==> src/rtl/dma_channel_arbiter_if.sv <==
// Interface: dma_channel_arbiter_if
// Request, arbitration and hold-handshake signals that run between the DMA arbiter,
// the channel devices, the CPU hold logic and the transfer engine.
//   dreq[3:0]     channel requests, active-high, level
//   mask[3:0]     1 = channel ignored for arbitration
//   rot_pri       1 = rotating priority (only honoured when ROTATE_PRI_EN is defined)
//   hlda          CPU hold acknowledge
//   xfer_done     one-cycle end-of-service pulse from the transfer engine
//   hrq           hold request to the CPU
//   dack[3:0]     channel acknowledges, active-low, at most one low
//   grant_valid   high while a channel owns the bus
//   grant_ch[1:0] granted / pending-winner channel number
//   abort         one-cycle pulse: hlda revoked during a grant
//   timeout_err   one-cycle pulse: hold request watchdog expired
// Modports: slave = arbiter side, master = environment side.
interface dma_channel_arbiter_if;
  logic [3:0] dreq;
  logic [3:0] mask;
  logic       rot_pri;
  logic       hlda;
  logic       xfer_done;
  logic       hrq;
  logic [3:0] dack;
  logic       grant_valid;
  logic [1:0] grant_ch;
  logic       abort;
  logic       timeout_err;

  modport slave (
    input  dreq, mask, rot_pri, hlda, xfer_done,
    output hrq, dack, grant_valid, grant_ch, abort, timeout_err
  );

  modport master (
    output dreq, mask, rot_pri, hlda, xfer_done,
    input  hrq, dack, grant_valid, grant_ch, abort, timeout_err
  );
endinterface

==> src/rtl/dma_channel_arbiter.sv <==
// Module: dma_channel_arbiter
// Bus-ownership sequencer and four-channel arbiter in front of an 8237-style DMA engine.
// Picks the highest-priority unmasked request, runs the HRQ/HLDA hold handshake with the
// CPU, drives one active-low DACK while the channel owns the bus and releases the bus on
// xfer_done (normal end), on hlda loss (abort) or on hold-request watchdog expiry.
// Ports:
//   clk    system clock, all state on the rising edge
//   reset  asynchronous active-high reset
//   bus    dma_channel_arbiter_if.slave (requests, handshake, grant outputs)
// Parameters:
//   HOLD_TIMEOUT  cycles in REQ without hlda before giving up; 0 disables the watchdog
//   CNT_W         watchdog counter width, must hold HOLD_TIMEOUT
// Build option:
//   ROTATE_PRI_EN  when defined, builds a priority pointer; with rot_pri=1 the channel just
//                  completed becomes lowest priority. Undefined: fixed order ch0..ch3.
module dma_channel_arbiter #(
  parameter int unsigned HOLD_TIMEOUT = 255,
  parameter int unsigned CNT_W        = 8
) (
  input logic                  clk,
  input logic                  reset,
  dma_channel_arbiter_if.slave bus
);

  typedef enum logic [1:0] {StIdle, StReq, StGrant, StRelease} state_e;

  localparam bit              WdogEn   = (HOLD_TIMEOUT != 0);
  localparam logic [CNT_W-1:0] WdogLast = CNT_W'(HOLD_TIMEOUT - 1);

  state_e           state;
  logic [CNT_W-1:0] wdog;
  logic             hrq_q;
  logic [3:0]       dack_q;
  logic             grant_valid_q;
  logic [1:0]       grant_ch_q;
  logic             abort_q;
  logic             timeout_q;

  logic [3:0]       pending;
  logic [1:0]       winner;
  logic [1:0]       sel_ch;
  logic [1:0]       pri_ptr;

`ifndef ROTATE_PRI_EN
  // Fixed priority: ch0 is always searched first.
  assign pri_ptr = 2'd0;
`endif

  assign pending = bus.dreq & ~bus.mask;

  // Search starting at the pointer, wrapping ch3 -> ch0.
  always_comb begin
    logic [1:0] idx;
    logic       found;
    winner = 2'd0;
    found  = 1'b0;
    idx    = 2'd0;
    for (int i = 0; i < 4; i++) begin
      idx = pri_ptr + 2'(i);
      if (!found && pending[idx]) begin
        winner = idx;
        found  = 1'b1;
      end
    end
  end

  // On hlda in REQ, a request withdrawn that same cycle still grants the latched channel.
  assign sel_ch = (pending != 4'b0) ? winner : grant_ch_q;

  always_ff @(posedge clk or posedge reset) begin
    if (reset) begin
      state         <= StIdle;
      wdog          <= '0;
      hrq_q         <= 1'b0;
      dack_q        <= 4'b1111;
      grant_valid_q <= 1'b0;
      grant_ch_q    <= 2'd0;
      abort_q       <= 1'b0;
      timeout_q     <= 1'b0;
`ifdef ROTATE_PRI_EN
      pri_ptr       <= 2'd0;
`endif
    end else begin
      abort_q   <= 1'b0;
      timeout_q <= 1'b0;
      unique case (state)
        StIdle: begin
          if (pending != 4'b0) begin
            grant_ch_q <= winner;
            hrq_q      <= 1'b1;
            wdog       <= '0;
            state      <= StReq;
          end
        end
        StReq: begin
          // Re-evaluated every cycle so a late higher-priority request preempts.
          if (pending != 4'b0) grant_ch_q <= winner;
          if (bus.hlda) begin
            grant_ch_q    <= sel_ch;
            dack_q        <= ~(4'b0001 << sel_ch);
            grant_valid_q <= 1'b1;
            state         <= StGrant;
          end else if (pending == 4'b0) begin
            state <= StRelease;
          end else if (WdogEn && (wdog == WdogLast)) begin
            timeout_q <= 1'b1;
            state     <= StRelease;
          end else if (wdog != '1) begin
            wdog <= wdog + CNT_W'(1);
          end
        end
        StGrant: begin
          // xfer_done takes precedence over an hlda drop in the same cycle.
          if (bus.xfer_done) begin
            dack_q        <= 4'b1111;
            grant_valid_q <= 1'b0;
            state         <= StRelease;
`ifdef ROTATE_PRI_EN
            if (bus.rot_pri) pri_ptr <= grant_ch_q + 2'd1;
            else             pri_ptr <= 2'd0;
`endif
          end else if (!bus.hlda) begin
            abort_q       <= 1'b1;
            dack_q        <= 4'b1111;
            grant_valid_q <= 1'b0;
            state         <= StRelease;
          end
        end
        StRelease: begin
          hrq_q <= 1'b0;
          if (!bus.hlda) state <= StIdle;
        end
        default: state <= StIdle;
      endcase
    end
  end

  assign bus.hrq         = hrq_q;
  assign bus.dack        = dack_q;
  assign bus.grant_valid = grant_valid_q;
  assign bus.grant_ch    = grant_ch_q;
  assign bus.abort       = abort_q;
  assign bus.timeout_err = timeout_q;

endmodule
==> src/flat_wrapper.sv <==
// flat-port wrapper written by rule: the top's interface ports become plain ports
module dma_channel_arbiter_flat 
#(
  parameter int unsigned HOLD_TIMEOUT = 255,
  parameter int unsigned CNT_W        = 8
)
  (clk, reset, bus_dreq, bus_mask, bus_rot_pri, bus_hlda, bus_xfer_done, bus_hrq, bus_dack, bus_grant_valid, bus_grant_ch, bus_abort, bus_timeout_err);
  dma_channel_arbiter_if bus_i ();
  input logic clk;
  input logic reset;
  input wire logic [$bits(bus_i.dreq)-1:0] bus_dreq;
  input wire logic [$bits(bus_i.mask)-1:0] bus_mask;
  input wire logic [$bits(bus_i.rot_pri)-1:0] bus_rot_pri;
  input wire logic [$bits(bus_i.hlda)-1:0] bus_hlda;
  input wire logic [$bits(bus_i.xfer_done)-1:0] bus_xfer_done;
  output wire logic [$bits(bus_i.hrq)-1:0] bus_hrq;
  output wire logic [$bits(bus_i.dack)-1:0] bus_dack;
  output wire logic [$bits(bus_i.grant_valid)-1:0] bus_grant_valid;
  output wire logic [$bits(bus_i.grant_ch)-1:0] bus_grant_ch;
  output wire logic [$bits(bus_i.abort)-1:0] bus_abort;
  output wire logic [$bits(bus_i.timeout_err)-1:0] bus_timeout_err;
  assign bus_i.dreq = bus_dreq;
  assign bus_i.mask = bus_mask;
  assign bus_i.rot_pri = bus_rot_pri;
  assign bus_i.hlda = bus_hlda;
  assign bus_i.xfer_done = bus_xfer_done;
  assign bus_hrq = bus_i.hrq;
  assign bus_dack = bus_i.dack;
  assign bus_grant_valid = bus_i.grant_valid;
  assign bus_grant_ch = bus_i.grant_ch;
  assign bus_abort = bus_i.abort;
  assign bus_timeout_err = bus_i.timeout_err;
  dma_channel_arbiter #(.HOLD_TIMEOUT(HOLD_TIMEOUT), .CNT_W(CNT_W)) u_core (.clk(clk), .reset(reset), .bus(bus_i));
endmodule
==> config.mk <==
export PLATFORM = sky130hd
export DESIGN_NAME = dma_channel_arbiter_flat
export DESIGN_NICKNAME = d
export VERILOG_FILES = /design/src/rtl/dma_channel_arbiter_if.sv /design/src/rtl/dma_channel_arbiter.sv /design/src/flat_wrapper.sv
export SDC_FILE = /design/constraint.sdc
export NUM_CORES = 1
export LEC_CHECK = 0
export ABC_AREA = 1
export CAP_MARGIN = 20
export CORE_ASPECT_RATIO = 0.7
export CORE_MARGIN = 3
export CORE_UTILIZATION = 40
export CTS_BUF_LIST = sky130_fd_sc_hd__clkbuf_8
export CTS_CLUSTER_DIAMETER = 80
export CTS_CLUSTER_SIZE = 8
export DETAILED_ROUTE_END_ITERATION = 10
export SYNTH_ARGS = -nofsm -noshare
export SYNTH_HDL_FRONTEND = slang
export SYNTH_SLANG_ARGS = --single-unit
==> constraint.sdc <==
create_clock -name clk -period 2.8 [get_ports clk]
set_clock_uncertainty 0.2 [all_clocks]
set_input_delay 0.84 -clock clk [delete_from_list [all_inputs] [get_ports clk]]
set_output_delay 0.84 -clock clk [all_outputs]
set_load 0.1 [all_outputs]
**After elaboration in Yosys (flattened, before gate mapping)**

Cells that the tools add are included.

- Reduce and logical (&&, ||, !) cells: 17
- Bitwise operators: 3
- Add/sub/neg operators: 1
- Equal/unequal tests: 14
- Mux-type cells: 38
- Shift-type cells: 1

Operators with widths:

| operator | count |
|---|---|
| $mux 8 | 5 |
| $mux 2 | 10 |
| $pmux 8 s2 | 1 |
| $mux 1 | 15 |
| $mux 4 | 3 |
| $ne 2x2->1 const B | 5 |
| $add 8x1->8 const B | 1 |
| $eq 8x8->1 const B | 1 |
| $ne 8x8->1 const B | 1 |
| $not 4->4 | 2 |
| $pmux 2 s4 | 1 |
| $pmux 4 s2 | 1 |
| $reduce_and 6->1 | 1 |
| $reduce_bool 2->1 | 3 |
| $and 4x4->4 | 1 |
| $eq 2x2->1 const B | 2 |
| $logic_not 4->1 | 1 |
| $ne 2x1->1 const B | 2 |
| $ne 4x2->1 const B | 1 |
| $pmux 1 s2 | 2 |
| $reduce_and 4->1 | 1 |
| $reduce_bool 4->1 | 1 |
| $shl 1x2->4 const A | 1 |
| $logic_and 1x1->1 | 3 |
| 7 further kinds | 9 |

- Bits in registers: 20
- Input port bits: 13
- Output and inout bits: 10

**Logic depth before layout (Yosys ltp)**

- Word-level depth: 17
- Mapped depth: 10
- Gate-level depth less buffers: 10

**Worst setup path before layout**

OpenSTA, ideal clock, no wires.

- Kind: register -> output
- Start: register u_core.grant_ch_q[1] (netlist: u_core.bus.grant_ch[1])
- End: output port bus_grant_ch[1]
- Slack: 0.848 ns
- Cell stages (with the launch flop): 1
- Data required time: 1.760 ns
- Path buffers: 0
- Arrival time: 0.912 ns
- Cells stage by stage: dfrtp_1

RTL lines:

| item | line | text |
|---|---|---|
| start, declared | dma_channel_arbiter.sv:35 | `logic [1:0] grant_ch_q;` |
| start signal, assigned | dma_channel_arbiter.sv:89 | `grant_ch_q <= winner;` |
| start signal, assigned | dma_channel_arbiter.sv:97 | `if (pending != 4'b0) grant_ch_q <= winner;` |
| start signal, assigned | dma_channel_arbiter.sv:99 | `grant_ch_q <= sel_ch;` |
| end, declared | flat_wrapper.sv:19 | `output wire logic [$bits(bus_i.grant_ch)-1:0] bus_grant_ch;` |

No word-level cell between the ends.

**Final worst setup path**

- Start: input port bus_hlda
- End: register u_core.wdog[4]

- Cells in the longest elaborated chain, start to end: 2

RTL lines:

| item | line | text |
|---|---|---|
| start, declared | flat_wrapper.sv:14 | `input wire logic [$bits(bus_i.hlda)-1:0] bus_hlda;` |
| $ne 2x2->1 (no source line) | - |  |
| $reduce_and 6->1 (no source line) | - |  |
| end signal, assigned | dma_channel_arbiter.sv:109 | `wdog <= wdog + CNT_W'(1);` |
| end, declared | dma_channel_arbiter.sv:31 | `logic [CNT_W-1:0] wdog;` |

Every way passes these cells.
A chain may end at the register's enable or synchronous reset.

==> flow_summary.toml <==
[run_status]
status = "finished clean"

[placement]
finalWeightedCongestion = 0.826
port_buffers = 21
hpwl_um = 2120

[pwr]
combPwrFrac_pct = 55.7
peakVddDrop_v = 0.000530
p_leak_nw = 0.783
internal_power_uw = 802
power_switching_uw = 871
power_density_mw_per_mm2 = 1090
seqPwrFrac_pct = 26.8
clockPowerShare_pct = 17.5
swShare_pct = 52.1

[timing]
finalSetupTns_ns = 0
max_freq_mhz = 445
drv_slew = 0
rsz0062_at_grt = "no"
slew_headroom_pct = 74.1
fin_crit_ns = 2.25
setup_viol = 0
worstMarginPinSlew_ns = 0.389
hold_violations = 0
finalCritPeriodShare_pct = 80.3
whs_ns = 0.288

[clock_network]
cts_tree = "built"
cts_root_buffer = "clkbuf_8"
clock_path_buffers = 2
post_cts.repair.setup_buffers = 0
clock-sinks = 20
clk_pin_slew_ns = 0.07
cts_resized = 0
insertion_delay_ns = 0.26
cts_made_buffers = 3
holdBufCountCts = 0
cts_max_level = 1

[logic_synthesis]
synthArstFlopShare_pct = 100
synth_nets = 195
syn_inst = 175
ys_ff_latch = 20
yosysSeqAreaShare_pct = 40.3
synth_area_per_cell_um2 = 7.17
synth_edf_count = 0
syn-cell-area_mm2 = 0.00125
synth_ff_type = "dfrtp_1"
yosysWarnings = 0
ys_types = 21

[setup_path]
r2r_end = "u_core.wdog[4]"
crit_type = "input port to flop"
endpoint = "u_core.wdog[4]"
path_common_cell = "nand2_1"
max_stage_delay_ns = 0.51
path_cells = "clkdlybuf4s50_1, nand2_1, inv_1, nor2_1, nand3_2, inv_1, nand2_1, nand2_1"
cp-startpoint = "bus_hlda"
crit_buf_inv = 3
cp_top_family = "buffers and inverters"
cp.required_ns = 2.81
cp_slowest_cell = "clkdlybuf4s50_1"
path_depth = 8
crit_fanout = 14
rrSetupSlack_ns = 0.67
reg2reg_depth = 8
crit_path_start_kind = "input port"
cp-end-kind = "flop"
r2r-start = "u_core.state[1]"
arrival_ns = 2.25

[grt]
top_usage_layer = "met2"
grt_pass1_wl_um = 4530
first_global_vias = 991
met1_usage_pct = 21.5
use_met2_pct = 23.2
met3_usage_pct = 4.93
track_usage_pct = 15.6
grt_max_degree = 21
globalRoute.totalOverflow = 0
antenna_found_initial = 0

[floorplan]
initial_utilization_pct = 43.2
dieArea_mm2 = 0.00386
coreArea_mm2 = 0.00290
die_h_um = 52.9
die_w_um = 72.9
io-pin-count = 23
rows = 16

[detailed_routing]
routed_wl_um = 2710
dr.pass1.iters = 4
routed_via_density = 4.63
post_drt_wl_per_cell_um = 11.6
drtAntennaViolNets = 0
drt_iter0_drc = 49
drc = 0
vias = 1084

[finish]
drive_gt1_share_pct = 12.1
syn_to_final_growth_pct = 22.7
fin_nets = 219
final_core_util_pct = 53.1
final_cell_mix = "54 x nand2_1, 28 x inv_1, 24 x nor2_1"
antenna_cells = 0
layout_commonest_cell = "nand2_1"

[flow_run]
drv_cap = 0

[hold_path]
min_path_type = "flop to flop"
==> per-stage QoR <==
step                setup WS, ns  std cells  instance area (um^2)  total power, mW
CTS                        0.548        234                  1540             1.68
finish                     0.552        234                  1540             1.67
global placement           0.299        230                  1470             1.37
floorplan                  0.848        175                  1250             1.20
detailed placement         0.271        230                  1470             1.39
global route               0.441        234                  1540             1.78
==> registers in the layout, indices dropped and copies added, names as in the netlist <==
signal                  count
u_core.wdog                 8
u_core.bus.dack             4
u_core.bus.grant_ch         2
u_core.state                2
u_core.bus.abort            1
u_core.bus.grant_valid      1
u_core.bus.hrq              1
u_core.bus.timeout_err      1
==> worst min-delay path by stage <==
stage | startpoint | to | cells past startpoint
2_1_floorplan | u_core.wdog[7] | u_core.wdog[7] | 2
3_3_place_gp | u_core.bus.grant_valid | u_core.bus.grant_valid | 2
3_5_place_dp | u_core.bus.grant_valid | u_core.bus.grant_valid | 2
4_1_cts | u_core.bus.grant_valid | u_core.bus.grant_valid | 2
5_1_grt | u_core.bus.grant_valid | u_core.bus.grant_valid | 2
6_report | u_core.bus.grant_valid | u_core.bus.grant_valid | 2
==> cell families after synthesis <==
logic type	Yosys count	share of synthesized area (%)
and+or+nand+nor	97	32.2
buffers and inverters	31	10.3
DFF	20	40.3
AOI/OAI and AO/OA	18	8.87
adders and majority gates	7	6.98
xor gates and xnor gates	2	1.40
==> synthesized netlist by cell type, types with 2 or more instances <==
master     n  area [um^2]
dfstp_2    4          105
nand3b_1   2         15.0
o21bai_1   4         30.0
nor2_1    24         90.1
nor3_1     2         10.0
o21ai_2    3         26.3
nand2_1   54          203
o21ai_0    6         30.0
dfrtp_1   16          400
nand3_1   12         60.1
nand3_2    2         20.0
inv_1     28          105
a21oi_1    4         20.0
ha_1       7         87.6
==> worst min-delay path, delay by kind of cell (launching register included) <==
| kind | cells | cell delay, ns |
|---|---|---|
| DFF | 1 | 0.36 |
| and+or+nand+nor | 2 | 0.11 |
==> power groups by stage <==
stage | Combinational (mW) | Clock, mW | Sequential (mW)
2_1_floorplan | 0.373 | 0 | 0.826
3_3_place_gp | 0.921 | 0 | 0.445
3_5_place_dp | 0.932 | 0 | 0.454
4_1_cts | 0.937 | 0.299 | 0.448
5_1_grt | 1.01 | 0.310 | 0.459
6_report | 0.933 | 0.293 | 0.448
==> layer usage <==
metal	wire length, um	share of wire (%)	vias to the layer above
met3	126	4.7	2
met5	0	0	-
li1	-	-	581
met2	1200	44	21
met1	1360	50	480
met4	14	0.52	0
==> area by class of cell <==
cell class / instances / area, um^2
fill: 281 / 1360
clock inverter: 1 / 30.0
tap: 36 / 45.0
inverter: 28 / 105
timing repair buffer: 22 / 193
clock buffer: 3 / 41.3
multi-input combinational: 124 / 621
sequential: 20 / 505
(Power assumes the default switching activity.)
